$ cat config.mk
export PLATFORM = sky130hd
export DESIGN_NAME = line_timing_counter
export DESIGN_NICKNAME = d
export VERILOG_FILES = /design/src/rtl/line_timing_counter.sv
export SDC_FILE = /design/constraint.sdc
export NUM_CORES = 1
export LEC_CHECK = 0
export BUFFER_PORTS_ARGS = -buffer_cell sky130_fd_sc_hd__buf_4
export CORE_MARGIN = 8
export CORE_UTILIZATION = 50
export DETAILED_ROUTE_END_ITERATION = 10
export HOLD_SLACK_MARGIN = 0.02
export PLACE_DENSITY = 0.75
export SYNTH_ARGS = -nofsm -noshare
export SYNTH_HDL_FRONTEND = slang
export SYNTH_SLANG_ARGS = --single-unit
$ cat constraint.sdc
create_clock -name clock -period 2.1 [get_ports clock]
set_input_delay 0 -clock clock [delete_from_list [all_inputs] [get_ports clock]]
set_output_delay 0 -clock clock [all_outputs]
set_load 0.05 [all_outputs]
$ cat src/rtl/line_timing_counter.sv
// Vertical line counter with registered timing-region decode (active, front porch,
// sync, back porch), VSync/VActive strobes and an end-of-frame pulse.
module line_timing_counter #(
    parameter int WIDTH    = 10,
    parameter int V_ACTIVE = 480,
    parameter int V_FP     = 10,
    parameter int V_SYNC   = 2,
    parameter int V_BP     = 33,
    parameter int SYNC_POL = 0
) (
    input  logic             clock,
    input  logic             ResetN,
    input  logic             ResetLine,
    input  logic             IncLine,
    output logic [WIDTH-1:0] LineOut,
    output logic [1:0]       Region,
    output logic             VActive,
    output logic             VSync,
    output logic             FrameEnd
);

    localparam int TOTAL = V_ACTIVE + V_FP + V_SYNC + V_BP;

    localparam logic [1:0] ST_ACTIVE = 2'd0;
    localparam logic [1:0] ST_FRONT  = 2'd1;
    localparam logic [1:0] ST_SYNC   = 2'd2;
    localparam logic [1:0] ST_BACK   = 2'd3;

    // One extra bit so a boundary equal to TOTAL (zero back porch) cannot alias to 0.
    localparam logic [WIDTH:0] B_FRONT = (WIDTH+1)'(V_ACTIVE);
    localparam logic [WIDTH:0] B_SYNC  = (WIDTH+1)'(V_ACTIVE + V_FP);
    localparam logic [WIDTH:0] B_BACK  = (WIDTH+1)'(V_ACTIVE + V_FP + V_SYNC);
    localparam logic [WIDTH-1:0] LAST  = WIDTH'(TOTAL - 1);
    localparam logic POL = (SYNC_POL != 0);

    if (TOTAL > (1 << WIDTH)) begin : gWidthCheck
        $error("line_timing_counter: TOTAL exceeds 2**WIDTH");
    end

    logic [WIDTH-1:0] lineNext;
    logic [1:0]       regionNext;
    logic             frameEndNext;

    always_comb begin
        lineNext     = LineOut;
        regionNext   = Region;
        frameEndNext = 1'b0;
        if (ResetLine) begin
            lineNext   = '0;
            regionNext = ST_ACTIVE;
        end else if (IncLine) begin
            if (LineOut == LAST) begin
                lineNext     = '0;
                regionNext   = ST_ACTIVE;
                frameEndNext = 1'b1;
            end else begin
                lineNext = LineOut + WIDTH'(1);
                // Ordered so coincident boundaries (empty regions) land on the later region.
                if ({1'b0, lineNext} == B_FRONT) regionNext = ST_FRONT;
                if ({1'b0, lineNext} == B_SYNC)  regionNext = ST_SYNC;
                if ({1'b0, lineNext} == B_BACK)  regionNext = ST_BACK;
            end
        end
    end

    always_ff @(posedge clock or negedge ResetN) begin
        if (!ResetN) begin
            LineOut  <= '0;
            Region   <= ST_ACTIVE;
            VActive  <= 1'b1;
            VSync    <= ~POL;
            FrameEnd <= 1'b0;
        end else begin
            LineOut  <= lineNext;
            Region   <= regionNext;
            VActive  <= (regionNext == ST_ACTIVE);
            VSync    <= (regionNext == ST_SYNC) ? POL : ~POL;
            FrameEnd <= frameEndNext;
        end
    end

endmodule
# Yosys cells after proc, flatten, opt, wreduce, memory -nomap -nowiden
# Index checks and enable logic that the tools add are counted.
# totals
ff_bits	15
output_inout_bits	15
elab_cells	26
# op_classes
n_addsub	1
n_eq_ne	5
mux	13
n_reduce_logical	2
# op_table
op	n
== test 10 x 9 -> 1 bit, second input constant	3
two-way mux 10 bit	3
two-way mux 2 bit	6
adder 10 x 1 -> 10 bit, second input constant	1
== test 10 bit, second input constant	1
two-way mux 1 bit	4
== test 2 bit, second input constant	1
zero test 2 bit	1
nonzero test 2 bit	1

# Logic depth before layout (Yosys ltp)
# logic_depth
word_depth	10
mapped_depth	9
mapped_depth_nobuf	7

# Least setup slack after synthesis
# Ideal clock, no wire load.
# synth_timing
path_kind	register to register
start	register LineOut[0]
end	register VActive
setup_ns	0.094
t_arrival_ns	2.318
slack_ns	-0.313
path_stages_with_launch	7
path_buffers	0
synth_period_minus_slack_ns	2.413
path_cell_list	dfrtp_1 -> ha_1 -> nand4_1 -> nor4b_1 -> nor3_1 -> or4_1 -> a311oi_1
# synth_via
elab_chain_cells	9
# synth_rtl
element	line	source
start: declaration	15	output logic [WIDTH-1:0] LineOut,
start signal: assignment	74	LineOut <= lineNext;
adder 10 x 1 -> 10 bit	57	lineNext = LineOut + WIDTH'(1);
== test 10 x 9 -> 1 bit	59	if ({1'b0, lineNext} == B_FRONT) regionNext = ST_FRONT;
two-way mux 2 bit	59	
two-way mux 2 bit	60	if ({1'b0, lineNext} == B_SYNC) regionNext = ST_SYNC;
two-way mux 2 bit	61	if ({1'b0, lineNext} == B_BACK) regionNext = ST_BACK;
two-way mux 2 bit *	52	if (LineOut == LAST) begin
two-way mux 2 bit *	51	end else if (IncLine) begin
two-way mux 2 bit *	48	if (ResetLine) begin
zero test 2 bit *	76	VActive <= (regionNext == ST_ACTIVE);
end signal: assignment	76	
end: declaration	17	output logic VActive,
# Mark *: on every way between the ends. The rest lies on a longest branch, timed or not.
# A chain may end at the register's enable or synchronous reset.

# Worst setup path in the final report
# layout_timing
start	register LineOut[0]
end	register Region[0]
# layout_via
elab_chain_cells	8
# layout_rtl
element	line	source
adder 10 x 1 -> 10 bit	57	
== test 10 x 9 -> 1 bit	59	
two-way mux 2 bit	59	
two-way mux 2 bit	60	
two-way mux 2 bit	61	
two-way mux 2 bit *	52	
two-way mux 2 bit *	51	
two-way mux 2 bit *	48	
net regionNext[0]	41	logic [1:0] regionNext;
end signal: assignment	75	Region <= regionNext;
end: declaration	16	output logic [1:0] Region,
# Mark *: on every way through the listed nets, which the timed path passes. The rest lies on a longest branch.

==> impl_summary.log <==
[metrics] outcome: finished, final reports clean
[metrics] via count of the first global-routing pass: approximately 1100
[metrics] top flip-flop cell by instance count after synthesis: sky130_fd_sc_hd__dfrtp_1
[metrics] Max Freq: 497 MHz
[metrics] HPWL reported at the end of detailed placement: 2270 µm
[metrics] average wire length per cell after detail routing: between 15 and 20 µm
[metrics] Finish-stage setup viols: 0
[metrics] hold violation count in the final report: 0
[metrics] Final Total Pwr: 567 µW
[metrics] CP startpoint kind: flop
[metrics] total wirelength of the detailed-routed design: 3180 µm
[metrics] Hold Crit Class: primary input to flop
[metrics] critical path required time: 2.32 ns
[metrics] number of H-tree branching levels: 1
[metrics] Leak Pwr: approximately 0.7 nW
[metrics] final critical path time including I/O delays and setup: 2.01 ns
[metrics] gr ovfl total: 0
[metrics] PD cells: 366 mW/mm²
[metrics] number of violations reported at the end of detailed-routing iteration 0: 72
[metrics] portion of synthesized cell area occupied by the leading cell type: 26.5%
[metrics] Total Neg Setup Slack: 0 ns
[metrics] data arrival time of the critical path: 2.23 ns
[metrics] syn_nets: 148
[metrics] finished layout cell area: about 0.0016 mm²
[metrics] portion of the clock cycle consumed by the worst path in the final layout: between 90 and 100%
[metrics] die span in x: about 66 µm
[metrics] antenna diode count: 0
[metrics] CP Max Fanout: 8
[metrics] vias per std cell: between 6 and 7
[metrics] cell count after placement: 189
[metrics] total DRC errors in the routed layout: 0
[metrics] type of the setup path with the least slack: flop to flop
[metrics] count of synthesis-stage warnings from yosys: 0
[metrics] Critical Path End Type: flop
[metrics] number of placement rows: 18
[metrics] total of max-cap violations: 0
[metrics] Core Footprint: about 0.0024 mm²
[metrics] Slowest Stage Delay on Critical Path: 0.53 ns
[metrics] Buffers & Inverters on Critical Path: 1
[metrics] ANT nets after route: 0
[metrics] TritonCTS clock tree: done
[metrics] clock sinks: 15
[metrics] Post-Synthesis Cells: 140
[metrics] First-pass DRT Iterations: 4
[metrics] non-filler cells, final: 200
[metrics] RSZ-0062 raised after global routing: no
[metrics] proportion of layout cells with a drive suffix above 1: 41.8%
[metrics] Worst Hold Margin: 0.0483 ns
[metrics] maximum root-to-sink buffer count: 2
[metrics] category of cells accounting for the largest share of critical-path delay: simple AND/OR/NAND/NOR gates
[metrics] cell-by-cell trace of the critical path: ha_4, and4b_2, nand4_1, o311a_4, buf_6, or4_4, o21ai_2
[metrics] max-slew violations: 0
[metrics] DR vias: 1210
[metrics] number of port buffers: 18
[metrics] area enclosed by the die boundary: 0.00430 mm²
[metrics] Max VDD drop: approximately 300 µV
[metrics] number of buffers created by CTS: 3
[metrics] global-route wire length before repair: 5180 µm
[metrics] number of nets in the layout: 179
[metrics] initial antenna violation count: 0
[metrics] count of flip-flops with a built-in enable after synthesis: 0
[metrics] Layout fillers: 203
[metrics] Clock Tree Root: sky130_fd_sc_hd__clkbuf_4
[metrics] slowest cell on the critical path: sky130_fd_sc_hd__or4_4
[metrics] flops & latches, synth: 15
[metrics] Clock Skews: 0.00921 ns
[metrics] final estimated routing congestion in global placement: 0.859
[metrics] most used standard cells in the synthesized netlist: 18 x sky130_fd_sc_hd__o21ai_0, 13 x sky130_fd_sc_hd__dfrtp_1, 12 x sky130_fd_sc_hd__nand2_1
[metrics] mean post-synth cell area: 8.77 µm²
[metrics] count of cell types in the netlist: 48
[metrics] part of the Yosys area used for sequential elements: 30.8%
[metrics] count leader, synth: sky130_fd_sc_hd__o21ai_0
[metrics] overall die height: 65.5 µm
[metrics] global routing usage summed across all routing layers: roughly 15%
[metrics] DP Area: 0.00141 mm²
[metrics] cell types with the largest area share after synthesis: sky130_fd_sc_hd__dfrtp_1 27%, sky130_fd_sc_hd__o21ai_0 7.3%, sky130_fd_sc_hd__buf_6 5.5%, sky130_fd_sc_hd__dfstp_2 4.3%, sky130_fd_sc_hd__ha_1 4.1%
[metrics] later-pin clock latency in the skew report: 0.30 ns
[metrics] slew at the pin with the worst max-slew slack: between 0.5 and 0.6 ns
[metrics] number of top-level pins: 19
[metrics] cell taking the most area after synthesis: sky130_fd_sc_hd__dfrtp_1
[metrics] Slew headroom: 66.3%
[metrics] Initial Util: approximately 51%
[metrics] Async SR Flop Fraction: 100%
[metrics] maximum number of pins on one net before global-route repair: 16
[metrics] clock transition at the register clock pins on the worst setup and hold paths after CTS: around 0.10 ns
[metrics] Syn Std Cell Area: 0.00123 mm²
[metrics] Layout Area Growth over Synthesis: 26.4%
==> timing repair <==
item,4_1_cts,5_1_grt
hold endpoints to repair,16,0
hold buffers,3,0
resized for setup,0,13
endpoints found under the setup margin,0,3
buffers inserted,0,4
==> metrics by stage <==
stage	setup slack (ns)	util, %
2_1_floorplan	-0.0864	-
3_3_place_gp	0.120	58.5
3_5_place_dp	0.0392	58.5
4_1_cts	0.00181	60.9
5_1_grt	0.0298	64.4
6_report	0.0881	64.4
==> routing by layer <==
layer / wire length (µm) / part of all wire (%) / track usage (%)
met4: 26 / 0.82 / 3.81
met3: 176 / 5.5 / 3.91
met1: 1510 / 47 / 19.3
met2: 1470 / 46 / 23.5
met5: 0 / 0 / 0
==> worst min-delay path, cell delays in order <==
cell                      delay, ns
sky130_fd_sc_hd__buf_4         0.10
sky130_fd_sc_hd__nor2b_1       0.07
sky130_fd_sc_hd__nand3_1       0.08
sky130_fd_sc_hd__o21ai_0       0.07
==> flip-flops by register name, summed over array words and instances (netlist names) <==
register and count:
VSync 1, FrameEnd 1, LineOut 10, VActive 1, Region 2
==> report_power, final <==
part	internal [mW]	switching (mW)
clock	0.0710	0.107
combinational	0.0364	0.0549
sequential	0.293	0.00543
total	0.400	0.167
==> layout make-up <==
cell class              count  area [µm²]  share of cell area (%)
multi-input cells         107         768                    49.5
clock buffers               3        22.5                    1.45
inverters                   5        26.3                    1.69
clock inverters             1        5.00                   0.323
repair buffers             39         304                    19.6
well taps                  30        37.5                    2.42
flip-flops and latches     15         388                    25.0
==> placed cells by master, fill, tap and decap left out, types with 2 or more instances in the layout <==
| cell type | count |
|---|---|
| sky130_fd_sc_hd__buf_4 | 35 |
| sky130_fd_sc_hd__o21ai_0 | 16 |
| sky130_fd_sc_hd__nand2_1 | 12 |
| sky130_fd_sc_hd__nor2_1 | 10 |
| sky130_fd_sc_hd__dfrtp_2 | 8 |
| sky130_fd_sc_hd__dfrtp_1 | 5 |
| sky130_fd_sc_hd__nand4_1 | 5 |
| sky130_fd_sc_hd__inv_1 | 4 |
| sky130_fd_sc_hd__nor3_1 | 4 |
| sky130_fd_sc_hd__nand3_1 | 4 |
| sky130_fd_sc_hd__and3_1 | 3 |
| sky130_fd_sc_hd__a21oi_1 | 3 |
| sky130_fd_sc_hd__o31ai_1 | 3 |
| sky130_fd_sc_hd__ha_1 | 3 |
| sky130_fd_sc_hd__clkbuf_4 | 3 |
| sky130_fd_sc_hd__dlygate4sd3_1 | 3 |
| sky130_fd_sc_hd__dfstp_2 | 2 |
| sky130_fd_sc_hd__and2_4 | 2 |
| sky130_fd_sc_hd__o211a_1 | 2 |
| sky130_fd_sc_hd__nor3_2 | 2 |
| sky130_fd_sc_hd__or4_4 | 2 |
| sky130_fd_sc_hd__a31o_2 | 2 |
| sky130_fd_sc_hd__nand2b_1 | 2 |
| sky130_fd_sc_hd__a31oi_1 | 2 |
==> worst paths after layout <==
check                           startpoint  depth (start not counted)  slack [ns]         end
worst min-delay path             ResetLine                          4        0.05  LineOut[7]
max in group asynchronous           ResetN                          2        1.77       VSync
worst max-delay path            LineOut[0]                          7        0.09   Region[0]
worst min register to register   Region[0]                          1        0.51     VActive
min in group asynchronous           ResetN                          2        0.08  LineOut[6]
worst max register to register  LineOut[0]                          7        0.09   Region[0]
==> cell families after synthesis <==
logic type	synth area share [%]
flops	30.8
buf+inv	12.7
xor+xnor	1.43
mux	1.73
simple gates	26.7
compound gates	22.5
fa+ha+maj	4.08
(Power assumes the default switching activity.)
